--- src/rtl/mouse_event_pkg.sv ---
// Shared types for the mouse event queue: event kinds, button ids, payloads.
package mouse_event_pkg;

    localparam int unsigned MOUSE_WIDTH  = 10;
    localparam int unsigned MOUSE_HEIGHT = 10;

    // Bits needed to hold a bin index for the larger of the two axes.
    function automatic int unsigned calc_ub(input int unsigned w, input int unsigned h);
        int unsigned m;
        m = (w > h) ? w : h;
        return (m < 2) ? 1 : $clog2(m);
    endfunction

    localparam int unsigned UB = calc_ub(MOUSE_WIDTH, MOUSE_HEIGHT);

    typedef enum logic [1:0] {
        EVT_MOVE    = 2'd0,
        EVT_PRESS   = 2'd1,
        EVT_RELEASE = 2'd2
    } evt_type_t;

    localparam logic [1:0] BTN_LEFT   = 2'd0;
    localparam logic [1:0] BTN_RIGHT  = 2'd1;
    localparam logic [1:0] BTN_MIDDLE = 2'd2;

    // One queued event.
    typedef struct packed {
        evt_type_t       etype;
        logic [1:0]      btn;
        logic [UB-1:0]   x;
        logic [UB-1:0]   y;
    } mouse_evt_t;

    // Snapshot of the mouse controller outputs.
    typedef struct packed {
        logic            left;
        logic            right;
        logic            middle;
        logic [UB-1:0]   x;
        logic [UB-1:0]   y;
    } mouse_state_t;

endpackage

--- src/rtl/event_fifo.sv ---
// Generic synchronous show-ahead FIFO with flush.
module event_fifo #(
    parameter  int unsigned DEPTH = 8,
    parameter  int unsigned DW    = 8,
    localparam int unsigned AW    = $clog2(DEPTH),
    localparam int unsigned CNTW  = AW + 1
) (
    input  logic            clk,
    input  logic            reset_n,
    input  logic            clear,
    input  logic            push,
    input  logic [DW-1:0]   push_data,
    input  logic            pop,
    output logic [DW-1:0]   head,
    output logic            valid,
    output logic            full,
    output logic [CNTW-1:0] count
);

    logic [DW-1:0] mem [DEPTH];
    logic [AW-1:0] wr_ptr;
    logic [AW-1:0] rd_ptr;
    logic          do_push;
    logic          do_pop;

    assign valid   = (count != '0);
    assign full    = (count == CNTW'(DEPTH));
    assign do_push = push && !full;
    assign do_pop  = pop && valid;
    assign head    = valid ? mem[rd_ptr] : '0;

    // Pointer and occupancy tracking; pointers wrap naturally at DEPTH.
    always_ff @(posedge clk) begin
        if (!reset_n || clear) begin
            wr_ptr <= '0;
            rd_ptr <= '0;
            count  <= '0;
        end else begin
            if (do_push) wr_ptr <= wr_ptr + AW'(1);
            if (do_pop)  rd_ptr <= rd_ptr + AW'(1);
            count <= count + CNTW'(do_push) - CNTW'(do_pop);
        end
    end

    // Storage; contents are only observable through valid entries.
    always_ff @(posedge clk) begin
        if (reset_n && !clear && do_push) mem[wr_ptr] <= push_data;
    end

endmodule

--- src/rtl/mouse_event_queue.sv ---
// Filters mouse controller outputs and queues MOVE/PRESS/RELEASE events.
module mouse_event_queue
    import mouse_event_pkg::*;
#(
    parameter  int unsigned WIDTH  = MOUSE_WIDTH,
    parameter  int unsigned HEIGHT = MOUSE_HEIGHT,
    parameter  int unsigned DEPTH  = 8,
    parameter  int unsigned STABLE = 4,
    localparam int unsigned XY_W   = calc_ub(WIDTH, HEIGHT),
    localparam int unsigned CNT_W  = $clog2(DEPTH) + 1
) (
    input  logic             CLOCK_50,
    input  logic             reset_n,
    input  logic             button_left,
    input  logic             button_right,
    input  logic             button_middle,
    input  logic [XY_W-1:0]  bin_x,
    input  logic [XY_W-1:0]  bin_y,
    input  logic             clear,
    output logic             evt_valid,
    input  logic             evt_ready,
    output logic [1:0]       evt_type,
    output logic [1:0]       evt_btn,
    output logic [XY_W-1:0]  evt_x,
    output logic [XY_W-1:0]  evt_y,
    output logic             full,
    output logic [CNT_W-1:0] count
);

    localparam int unsigned CW = $clog2(STABLE + 1);

    typedef enum logic [2:0] {
        SEL_NONE, SEL_LEFT, SEL_RIGHT, SEL_MIDDLE, SEL_MOVE
    } evt_sel_t;

    mouse_state_t sample_c;
    mouse_state_t raw_q;
    mouse_state_t cand_q;
    mouse_state_t cand_d;
    mouse_state_t filt_q;
    mouse_state_t last_q;
    logic [CW-1:0] cnt_q;
    logic [CW-1:0] cnt_d;
    mouse_evt_t   evt_c;
    mouse_evt_t   head;
    evt_sel_t     sel_c;
    logic         push_c;

    assign sample_c = {button_left, button_right, button_middle, UB'(bin_x), UB'(bin_y)};

    // Next candidate and stability count from the registered sample.
    always_comb begin
        cand_d = cand_q;
        cnt_d  = cnt_q;
        if (raw_q != cand_q) begin
            cand_d = raw_q;
            cnt_d  = CW'(1);
        end else if (cnt_q < CW'(STABLE)) begin
            cnt_d = cnt_q + CW'(1);
        end
    end

    // Input register, candidate tracking and filtered state update.
    always_ff @(posedge CLOCK_50) begin
        if (!reset_n) begin
            raw_q  <= '0;
            cand_q <= '0;
            cnt_q  <= '0;
            filt_q <= '0;
        end else begin
            raw_q  <= sample_c;
            cand_q <= cand_d;
            cnt_q  <= cnt_d;
            if (cnt_d == CW'(STABLE)) filt_q <= cand_d;
        end
    end

    // Priority encoder: first differing field between filtered and last-reported.
    always_comb begin
        evt_c   = '0;
        sel_c   = SEL_NONE;
        evt_c.x = filt_q.x;
        evt_c.y = filt_q.y;
        if (filt_q.left != last_q.left) begin
            sel_c       = SEL_LEFT;
            evt_c.etype = filt_q.left ? EVT_PRESS : EVT_RELEASE;
            evt_c.btn   = BTN_LEFT;
        end else if (filt_q.right != last_q.right) begin
            sel_c       = SEL_RIGHT;
            evt_c.etype = filt_q.right ? EVT_PRESS : EVT_RELEASE;
            evt_c.btn   = BTN_RIGHT;
        end else if (filt_q.middle != last_q.middle) begin
            sel_c       = SEL_MIDDLE;
            evt_c.etype = filt_q.middle ? EVT_PRESS : EVT_RELEASE;
            evt_c.btn   = BTN_MIDDLE;
        end else if ((filt_q.x != last_q.x) || (filt_q.y != last_q.y)) begin
            sel_c       = SEL_MOVE;
            evt_c.etype = EVT_MOVE;
            evt_c.btn   = BTN_LEFT;
        end
    end

    assign push_c = (sel_c != SEL_NONE) && !full && !clear;

    // Last-reported state: only the field behind an enqueued event advances.
    always_ff @(posedge CLOCK_50) begin
        if (!reset_n) begin
            last_q <= '0;
        end else if (clear) begin
            last_q <= filt_q;
        end else if (push_c) begin
            case (sel_c)
                SEL_LEFT:   last_q.left   <= filt_q.left;
                SEL_RIGHT:  last_q.right  <= filt_q.right;
                SEL_MIDDLE: last_q.middle <= filt_q.middle;
                SEL_MOVE: begin
                    last_q.x <= filt_q.x;
                    last_q.y <= filt_q.y;
                end
                default: ;
            endcase
        end
    end

    event_fifo #(
        .DEPTH (DEPTH),
        .DW    ($bits(mouse_evt_t))
    ) u_fifo (
        .clk       (CLOCK_50),
        .reset_n   (reset_n),
        .clear     (clear),
        .push      (push_c),
        .push_data (evt_c),
        .pop       (evt_valid && evt_ready),
        .head      (head),
        .valid     (evt_valid),
        .full      (full),
        .count     (count)
    );

    assign evt_type = 2'(head.etype);
    assign evt_btn  = head.btn;
    assign evt_x    = XY_W'(head.x);
    assign evt_y    = XY_W'(head.y);

endmodule

--- config.mk ---
export PLATFORM = sky130hd
export DESIGN_NAME = mouse_event_queue
export DESIGN_NICKNAME = d
export VERILOG_FILES = /design/src/rtl/mouse_event_pkg.sv /design/src/rtl/event_fifo.sv /design/src/rtl/mouse_event_queue.sv
export SDC_FILE = /design/constraint.sdc
export NUM_CORES = 1
export LEC_CHECK = 0
export ABC_AREA = 1
export BUFFER_PORTS_ARGS = -buffer_cell sky130_fd_sc_hd__buf_2
export CORE_MARGIN = 5
export CORE_UTILIZATION = 60
export CTS_BUF_LIST = sky130_fd_sc_hd__clkbuf_4
export DETAILED_ROUTE_END_ITERATION = 12
export PLACE_DENSITY = 0.78
export SYNTH_ARGS = -nofsm -noshare
export SYNTH_HDL_FRONTEND = slang
export SYNTH_HIERARCHICAL = 1
export SYNTH_SLANG_ARGS = --single-unit
--- constraint.sdc ---
create_clock -name CLOCK_50 -period 3.8 [get_ports CLOCK_50]
set_input_delay 0.76 -clock CLOCK_50 [delete_from_list [all_inputs] [get_ports CLOCK_50]]
set_output_delay 0.76 -clock CLOCK_50 [all_outputs]
set_load 0.03 [all_outputs]
==> metrics <==
status=completed; Overall Global Routing Usage=19.95%; worst hold slack=380.2 ps; hold_buf cts=0; setup_tns=0 ps; CTS tree=yes; internal power=2.440 mW; PwrDens=436.2 nW/µm²; clock slew seen by the registers of the worst setup and hold paths=120 ps; worst-path fanout max=24; die height=118.6 µm; DR vias=5102; Area after DPL=7332 µm²; combinational fraction of design power=12.9%; Sw Ratio=26.71%; Seq/Total Area, Yosys=57.75%; Req. time, crit path=3040 ps; CP arrival=2250 ps; max-slew violations=0; routed wire length=13.57 mm; syn_nets=857; design area=7634 µm²; post-synthesis register bit count=156; Crit path depth=6; global-route wire length before repair=22.51 mm; Setup CP Type=reg2out; RSZ-0062 raised after global routing=no; Ys Warns=6; Hold Crit Depth=3; crit-path cells=inv_2 -> nand3_1 -> nand3_1 -> nand2_1 -> nor2_1 -> buf_2; Worst Path Buf+Inv=2; initial antenna violation count=0; total CTS buffers=17; Tcrit/Tclk final=79.20%; starting DRC count in detailed routing=394; die area=14060 µm²; IO Port Bufs=32; Mean Syn Cell Area=8.510 µm²; CTS root buffer=clkbuf_4; post-DP HPWL=8.702 mm; ANT cells=0; clock net sink count=156; Max clock buf depth=2; Hold Vio Cnt, Final=0; distinct cell type count after synthesis=28; Die W=118.6 µm; Skew-Pair Late Insertion Delay=560 ps; Final Setup Violations=0; worst clock skew=15.30 ps; Post-DRT Antenna Nets=0; DRC=0; Sw Pwr=889.6 µW; H-tree depth=4; largest net degree at the start of global routing=49; CP max stage delay=700 ps; worst hold path class=in2reg; Static Leak=3.670 nW; vias in the first global route=4985; # IOs=33; final core occ=66.57%; Critical Path Source Type=flip-flop; vias per cell=4.987; TritonRoute pass-1 iters=5; grt ovf=0; Post-CTS Setup Bufs=0; Slowest-stage cell, CP=dfxtp_1; VDD IR max=0.0002942 V; WL/cell=13.27 µm; GPL Wtd Cong=0.8113; max cap viols=0; Initial Util=61.67%; Core ar.=11470 µm²; post_cts resized=0; flop2flop setup slack=1090 ps; Slew @ Worst Pin=1145 ps; share of layout cells above drive strength 1=10.68%; minimum clock period=3010 ps; Site Rows=39; area grow syn2layout=7.944%; delay-heaviest family, CP=flip-flops; clock group share of total power=31.1%; Rel. slew slack=22.84%; fmax=0.3323 GHz; sequential share of power=56.1%; post-synthesis cell area=7072 µm²; Crit. End Element=primary output; layout net count=893; critical path's most frequent cell=nand3_1; Synth Instances=831; R2R depth=17
[cell usage after synthesis (all sizes together)]
cell type / n / area share, %
edfxtp: 96 / 41
o21ai: 7 / 0.50
nand3: 81 / 6.1
o21bai: 9 / 0.96
buf: 21 / 2.1
clkbuf: 6 / 0.32
xor2: 2 / 0.25
fa: 1 / 0.28
xnor2: 9 / 1.1
dfxtp: 60 / 17
a21oi: 19 / 1.3
nand2: 229 / 12
nor2: 89 / 4.9
nand4: 2 / 0.27
and2: 1 / 0.089
ha: 10 / 1.8
nand3b: 1 / 0.11
inv: 188 / 10
[layout make-up]
cell class,instances,area (µm²)
sequential,156,4084
fill,935,3834
multi-input combinational,460,2113
inverter,188,705.7
timing repair buffer,44,250.2
tap,143,178.9
clock inverter,14,166.4
clock buffer,18,135.1
[placed cells by master (no fill, tap or decap), drive strengths merged]
cell and count:
buf 44, edfxtp 96, dfxtp 60, a21oi 19, nand4 2, xor2 2
nand3 81, clkbuf 18, o21bai 9, clkinv 5, bufinv 3, inv 193
clkinvlp 1, o21ai 7, ha 10, and2 1, xnor2 9, nand2 229
fa 1, nand3b 1, nor2 89
[worst paths after layout]
path | end | from
min | raw_q[0]$_SDFF_PN0_ | bin_y[0]
max | evt_y[2] | flip-flop
max reg2reg | u_fifo/count[2]$_SDFF_PP0_ | evt_c[0]$_SDFFE_PN0N_
min reg2reg | cand_q[2]$_SDFF_PN0_ | raw_q[2]$_SDFF_PN0_
[cells by family (layout without fill, tap and decap cells)]
logic type | count (synthesis) | count (layout) | share of synthesized area [%]
and+or+nand+nor | 403 | 403 | 23.67
buffers and inverters | 215 | 264 | 12.37
DFF | 156 | 156 | 57.75
AOI/OAI and AO/OA | 35 | 35 | 2.795
adders and majority gates | 11 | 11 | 2.052
xor gates and xnor gates | 11 | 11 | 1.362
[worst reg2reg max path, delay by kind of cell, from the launching register on]
| kind | cells | cell delay, ps |
|---|---|---|
| DFF | 1 | 530 |
| buffers and inverters | 4 | 310 |
| and+or+nand+nor | 10 | 1070 |
| adders and majority gates | 2 | 520 |
| xor gates and xnor gates | 1 | 180 |
[power groups by stage]
| stage | clock [mW] | sequential, mW | combinational [mW] |
|---|---|---|---|
| floorplan | 0 | 1.90 | 0.331 |
| global placement | 0 | 1.90 | 0.409 |
| detailed placement | 0 | 1.90 | 0.426 |
| CTS | 1.05 | 1.87 | 0.430 |
| global route | 1.13 | 1.87 | 0.484 |
| finish | 1.03 | 1.87 | 0.428 |
[routing by layer]
| layer | GRT usage [%] | vias up | routed length (µm) |
|---|---|---|---|
| met1 | 23.00 | 2296 | 5487 |
| met4 | 8.575 | 0 | 300 |
| met2 | 35.17 | 167 | 6872 |
| li1 | - | 2604 | - |
| met3 | 4.919 | 35 | 911 |
| met5 | 0 | - | 0 |
[registers in the layout (all words and copies together) (netlist names), named ones only]
name / cells
u_fifo/rd_ptr: 3
cand_q: 11
u_fifo/count: 4
cnt_q: 3
u_fifo/mem: 96
filt_q: 3
u_fifo/wr_ptr: 3
last_q: 11
raw_q: 11
evt_c: 8
[metrics by stage]
step	cells	power (mW)	worst slack, ps
finish	1023	3.330	790.3
global route	1023	3.487	642.9
CTS	1023	3.347	770.3
detailed placement	991	2.330	1124
global placement	991	2.311	1256
floorplan	831	2.235	1083
Note: power is estimated with default switching activity, not from simulation.
